File: src/rtl/uart_pkg.sv
// Constants and types shared by the UART command path.
// Holds the frame opcodes, the response bytes and the command FSM state type.
package uart_pkg;

   localparam int BITWIDTH = 8;
   localparam int SB_TICK  = 16;

   localparam logic [7:0] OP_WR   = 8'h57;
   localparam logic [7:0] OP_RD   = 8'h52;
   localparam logic [7:0] RSP_ACK = 8'h4B;
   localparam logic [7:0] RSP_NAK = 8'h3F;

   typedef enum logic [2:0] {
      IDLE,
      GET_ADDR,
      GET_DATA,
      REG_WR,
      REG_RD,
      RD_CAP,
      SEND
   } cmd_state_t;

   function automatic logic is_cmd(input logic [7:0] op);
      return (op == OP_WR) || (op == OP_RD);
   endfunction

endpackage

File: src/rtl/uart_cmd_timeout.sv
// Inter-byte watchdog: a saturating counter with synchronous clear and enable.
// The tc output flags the last idle cycle that is allowed before a frame is abandoned.
module uart_cmd_timeout #(
   parameter int TIMEOUT_CYCLES = 100000,
   parameter int CNT_W          = 17
) (
   input  logic clk,
   input  logic reset_n,
   input  logic clr,
   input  logic en,
   output logic tc
);

   localparam logic [CNT_W-1:0] LAST = CNT_W'(TIMEOUT_CYCLES - 1);

   logic [CNT_W-1:0] cnt;

   always_ff @(posedge clk) begin
      if (!reset_n)
         cnt <= '0;
      else if (clr)
         cnt <= '0;
      else if (en && (cnt != '1))
         cnt <= cnt + CNT_W'(1);
   end

   assign tc = (cnt == LAST);

endmodule

File: src/rtl/uart_cmd_ctrl.sv
// Byte-frame command engine: parses W/R frames from the RX FIFO, drives one register-bus
// beat, and pushes a single response byte into the TX FIFO.
module uart_cmd_ctrl
   import uart_pkg::*;
#(
   parameter int DW             = 8,
   parameter int AW             = 8,
   parameter int TIMEOUT_CYCLES = 100000,
   parameter int CNT_W          = 17
) (
   input  logic          clk,
   input  logic          reset_n,
   input  logic [DW-1:0] r_data,
   input  logic          rx_empty,
   output logic          rd_uart,
   output logic [DW-1:0] w_data,
   output logic          wr_uart,
   input  logic          tx_full,
   output logic [AW-1:0] reg_addr,
   output logic [DW-1:0] reg_wdata,
   output logic          reg_we,
   output logic          reg_re,
   input  logic [DW-1:0] reg_rdata,
   output logic          busy,
   output logic          timeout_err
);

   cmd_state_t    state_q, state_d;
   logic [DW-1:0] op_q;
   logic [DW-1:0] resp_q;
   logic          tmo_clr, tmo_en, tmo_tc;

   uart_cmd_timeout #(
      .TIMEOUT_CYCLES(TIMEOUT_CYCLES),
      .CNT_W         (CNT_W)
   ) u_timeout (
      .clk    (clk),
      .reset_n(reset_n),
      .clr    (tmo_clr),
      .en     (tmo_en),
      .tc     (tmo_tc)
   );

   always_comb begin
      state_d     = state_q;
      rd_uart     = 1'b0;
      reg_we      = 1'b0;
      reg_re      = 1'b0;
      wr_uart     = 1'b0;
      timeout_err = 1'b0;
      tmo_clr     = 1'b1;
      tmo_en      = 1'b0;
      unique case (state_q)
         IDLE: begin
            if (!rx_empty) begin
               rd_uart = 1'b1;
               state_d = is_cmd(r_data) ? GET_ADDR : SEND;
            end
         end
         GET_ADDR, GET_DATA: begin
            // The watchdog only runs while waiting for the rest of a frame.
            tmo_clr = 1'b0;
            if (!rx_empty) begin
               rd_uart = 1'b1;
               tmo_clr = 1'b1;
               if (state_q == GET_DATA)
                  state_d = REG_WR;
               else
                  state_d = (op_q == OP_WR) ? GET_DATA : REG_RD;
            end else if (tmo_tc) begin
               timeout_err = 1'b1;
               state_d     = IDLE;
            end else begin
               tmo_en = 1'b1;
            end
         end
         REG_WR: begin
            reg_we  = 1'b1;
            state_d = SEND;
         end
         REG_RD: begin
            reg_re  = 1'b1;
            state_d = RD_CAP;
         end
         RD_CAP: state_d = SEND;
         SEND: begin
            if (!tx_full) begin
               wr_uart = 1'b1;
               state_d = IDLE;
            end
         end
         default: state_d = IDLE;
      endcase
      // A reset cycle must never leak a strobe from the frame it is aborting.
      if (!reset_n) begin
         rd_uart     = 1'b0;
         reg_we      = 1'b0;
         reg_re      = 1'b0;
         wr_uart     = 1'b0;
         timeout_err = 1'b0;
      end
   end

   always_ff @(posedge clk) begin
      if (!reset_n) begin
         state_q   <= IDLE;
         op_q      <= '0;
         reg_addr  <= '0;
         reg_wdata <= '0;
         resp_q    <= '0;
      end else begin
         state_q <= state_d;
         unique case (state_q)
            IDLE: begin
               if (rd_uart) begin
                  op_q <= r_data;
                  if (!is_cmd(r_data))
                     resp_q <= DW'(RSP_NAK);
               end
            end
            GET_ADDR: if (rd_uart) reg_addr  <= AW'(r_data);
            GET_DATA: if (rd_uart) reg_wdata <= r_data;
            REG_WR:   resp_q <= DW'(RSP_ACK);
            RD_CAP:   resp_q <= reg_rdata;
            default: ;
         endcase
      end
   end

   assign w_data = resp_q;
   assign busy   = (state_q != IDLE);

endmodule

File: config.mk
export PLATFORM = sky130hd
export DESIGN_NAME = uart_cmd_ctrl
export DESIGN_NICKNAME = d
export VERILOG_FILES = /design/src/rtl/uart_pkg.sv /design/src/rtl/uart_cmd_timeout.sv /design/src/rtl/uart_cmd_ctrl.sv
export SDC_FILE = /design/constraint.sdc
export NUM_CORES = 1
export LEC_CHECK = 0
export ABC_AREA = 1
export BUFFER_PORTS_ARGS = -buffer_cell sky130_fd_sc_hd__buf_2
export CORE_MARGIN = 3
export CORE_UTILIZATION = 35
export DETAILED_ROUTE_END_ITERATION = 16
export GPL_TIMING_DRIVEN = 0
export PLACE_DENSITY = 0.64
export SLEW_MARGIN = 20
export SYNTH_ARGS = -nofsm -noshare
export SYNTH_HDL_FRONTEND = slang
export SYNTH_HIERARCHICAL = 1
export SYNTH_SLANG_ARGS = --single-unit
File: constraint.sdc
create_clock -name clk -period 2.26 [get_ports clk]
set_clock_uncertainty 0.05 [all_clocks]
set_input_delay 0.565 -clock clk [delete_from_list [all_inputs] [get_ports clk]]
set_output_delay 0.565 -clock clk [all_outputs]
set_load 0.01 [all_outputs]
==> impl_metrics.csv <==
group,metric,value,unit
outcome,outcome,"complete, no violations",
floorplan,num_rows,30,
timing,drv_slew,0,
cells_and_area,final_cells,524,
floorplan,initial_utilization,0.3688,
timing,setup_viol,0,
detailed_routing,drt_first_iter_violations,51,
detailed_routing,drc,0,
placement,numPlacedInstances,512,
clock_network,clk_path_buf_depth,2,
cells_and_area,area_growth_syn_to_layout,20.62,%
floorplan,coreArea,0.006944,mm2
global_route,grt_pass1_wl,10580,um
floorplan,die_y,91.55,um
min_path,whs_path_depth,2,
synthesis,synth-main-ff-cell,"dfxtp_1",
clock_network,root_buffer,"clkbuf_8",
min_path,holdPathEnd,"op_q[5]",
synthesis,synth_cell_types,28,
cells_and_area,diodes,0,
cells_and_area,fin_util,0.4449,
setup_path,worst-r2r-setup-slack,0.19,ns
synthesis,synth_edf_count,0,
detailed_routing,met1Wirelength,2922,um
placement,gp_congestion,0.8678,
setup_path,worstPathCellList,"ha_4 -> inv_2 -> nor2_4 -> nand4_1 -> nor3_2 -> nand2_1 -> nor2_1 -> buf_2",
setup_path,crit_path_start_kind,"flip-flop",
clock_network,clk_pin_slew,0.11,ns
synthesis,synth_cells,367,
clock_network,h-tree-depth,2,
detailed_routing,antenna_left,0,
setup_path,crit_type,"reg -> out",
synthesis,syn_nets,389,
timing,finalCriticalPeriod,2.246,ns
synthesis,synth-async-reset-ratio,0,
power,leakage,1.295,nW
setup_path,max_stage_delay,0.38,ns
setup_path,crit_required,1.64,ns
floorplan,io_pins,50,
clock_network,numCtsBuffers,5,
floorplan,dieArea,0.008380,mm2
synthesis,netlist_area,0.002561,mm2
job,maxCapViolCount,0,
timing,slew-limit-headroom,0.6584,
clock_network,tritoncts,"built",
power,power_per_cell_area,822.1,mW/mm2
timing,fmax,0.4452,GHz
setup_path,cp_max_fo,2,
global_route,grt.overflow.total,0,
detailed_routing,viasPerCell,4.616,
global_route,track_usage,0.1494,
cells_and_area,drive_gt1_frac,0.2757,
detailed_routing,dr_wl_met2,2679,um
placement,dp_hpwl,4581,um
detailed_routing,routed_wl,6024,um
placement,numPortBuffers,49,
timing,rsz0062_at_grt,"yes",
setup_path,slowest_stage,"dfxtp_4",
cells_and_area,nets,449,
min_path,hold_path_class,"reg -> reg",
setup_path,r2r_end,"u_timeout/cnt[5]",
clock_network,clk-insertion-delay-late,0.30,ns
setup_path,end_kind,"output pin",
clock_network,clock_sinks,52,
timing,worst_pin_slew,0.5124,ns
min_path,min_from,"op_q[5]",
synthesis,ys_ff_latch,52,
detailed_routing,highest_layer,"met4",
detailed_routing,wl_met3,391,um
power,irDropWorstVdd,0.3867,mV
global_route,grt_pass1_vias,2427,
synthesis,ys_seq_area_frac,0.4064,
timing,finalCritPeriodShare,0.9939,
detailed_routing,wire_per_inst,11.50,um
detailed_routing,vias,2419,
setup_path,rr_startpoint,"u_timeout/cnt[1]",
setup_path,ff2ff_path_depth,14,
synthesis,yosysWarnings,6,
global_route,antenna_found_initial,0,
global_route,grt_max_degree,20,
detailed_routing,drtPass1Iterations,5,
floorplan,die_w,91.55,um
synthesis,syn_area_per_cell,6.979,um2
timing,finalHoldViolations,0,
setup_path,arrival,1.63,ns
placed cells by master (no fill, tap or decap), types with 11 or more instances in the layout:
master   Yosys  routed
a21oi_1     23      23
buf_2        1      50
dfxtp_1     52      48
inv_1       36      35
nand2_1     64      64
nand2_2     11      11
nand3_1     16      16
nor2_1      68      68
o21ai_0     17      17
o21ai_1     20      20
critical path: cells and delay by family, from the launching register on:
family	cells	cell delay [ns]
flip-flops	1	0.38
AND/OR/NAND/NOR	5	0.62
adder cells (fa/ha/maj)	1	0.13
buffers and inverters	2	0.19
cell type report:
| type | count | area (um2) |
|---|---|---|
| Sequential cell | 52 | 1049 |
| Fill cell | 741 | 3855 |
| Tap cell | 96 | 120.1 |
| Multi-Input combinational cell | 261 | 1319 |
| Timing Repair Buffer | 53 | 275.3 |
| Buffer | 8 | 53.80 |
| Clock buffer | 5 | 68.82 |
| Inverter | 46 | 175.2 |
| Clock inverter | 3 | 28.78 |
synthesized netlist by cell type, types with 2 or more instances:
library cell / number / area (um2)
a21oi_1: 23 / 115.1
a21oi_2: 6 / 52.55
buf_4: 2 / 15.01
buf_6: 2 / 22.52
clkbuf_1: 2 / 7.510
dfxtp_1: 52 / 1041
ha_1: 2 / 25.02
inv_1: 36 / 135.1
inv_2: 9 / 33.78
nand2_1: 64 / 240.2
nand2_2: 11 / 68.82
nand3_1: 16 / 80.08
nand3_2: 2 / 20.02
nand4_1: 6 / 37.54
nor2_1: 68 / 255.2
nor2_2: 7 / 43.79
nor2_4: 7 / 78.83
nor3_1: 7 / 35.03
o21ai_0: 17 / 85.08
o21ai_1: 20 / 100.1
timing repair:
item / 4_1_cts / 5_1_grt
resized for setup: 9 / 2
buffers inserted: 4 / 0
pin swaps: 5 / 3
hold buffers: 0 / 0
endpoints found under the setup margin: 1 / 5
routing by layer:
layer,vias up,global-route usage
li1,1291,-
met4,0,0.03015
met1,1076,0.1883
met3,2,0.04888
met5,-,0
met2,50,0.2483
logic make-up after synthesis:
group / synth area share
xor+xnor: 0.003420
flops: 0.4064
compound gates: 0.1431
buf+inv: 0.08940
fa+ha+maj: 0.009769
simple gates: 0.3478
worst max path at each step:
| stage | from | to | slack (ns) | depth (start not counted) |
|---|---|---|---|---|
| global route | u_timeout/cnt[1] | timeout_err | -0.09 | 8 |
| finish | u_timeout/cnt[1] | timeout_err | 0.01 | 8 |
| detailed placement | u_timeout/cnt[1] | u_timeout/cnt[5] | 0.04 | 13 |
| floorplan | u_timeout/cnt[1] | timeout_err | 0.41 | 7 |
| global placement | u_timeout/cnt[1] | u_timeout/cnt[5] | 0.12 | 13 |
| CTS | u_timeout/cnt[1] | timeout_err | -0.04 | 8 |
flip-flops by register name, summed over array words and instances, names as in the netlist:
name / cells
op_q: 8
state_q: 3
reg_addr: 8
w_data: 8
u_timeout/cnt: 17
reg_wdata: 8
through the flow:
| step | area (um2) | worst slack [ns] | power, mW | hold slack, ns | TNS, ns |
|---|---|---|---|---|---|
| after CTS | 3082 | -0.03620 | 2.568 | 0.4095 | -0.03620 |
| after floorplan | 2561 | 0.4093 | 1.739 | 0.3793 | 0 |
| after global routing | 3089 | -0.08955 | 2.727 | 0.4317 | -0.08955 |
| after global placement | 2927 | 0.1231 | 1.961 | 0.3943 | 0 |
| final | 3089 | 0.01387 | 2.540 | 0.4086 | 0 |
| after detailed placement | 2927 | 0.04341 | 1.975 | 0.3934 | 0 |
power by group:
part | switching [mW] | internal, mW | total [mW]
combinational | 0.533 | 0.308 | 0.841
sequential | 0.0769 | 1.04 | 1.12
clock | 0.348 | 0.235 | 0.583
total | 0.958 | 1.58 | 2.54
No activity file was read; power rests on OpenSTA's default activity.
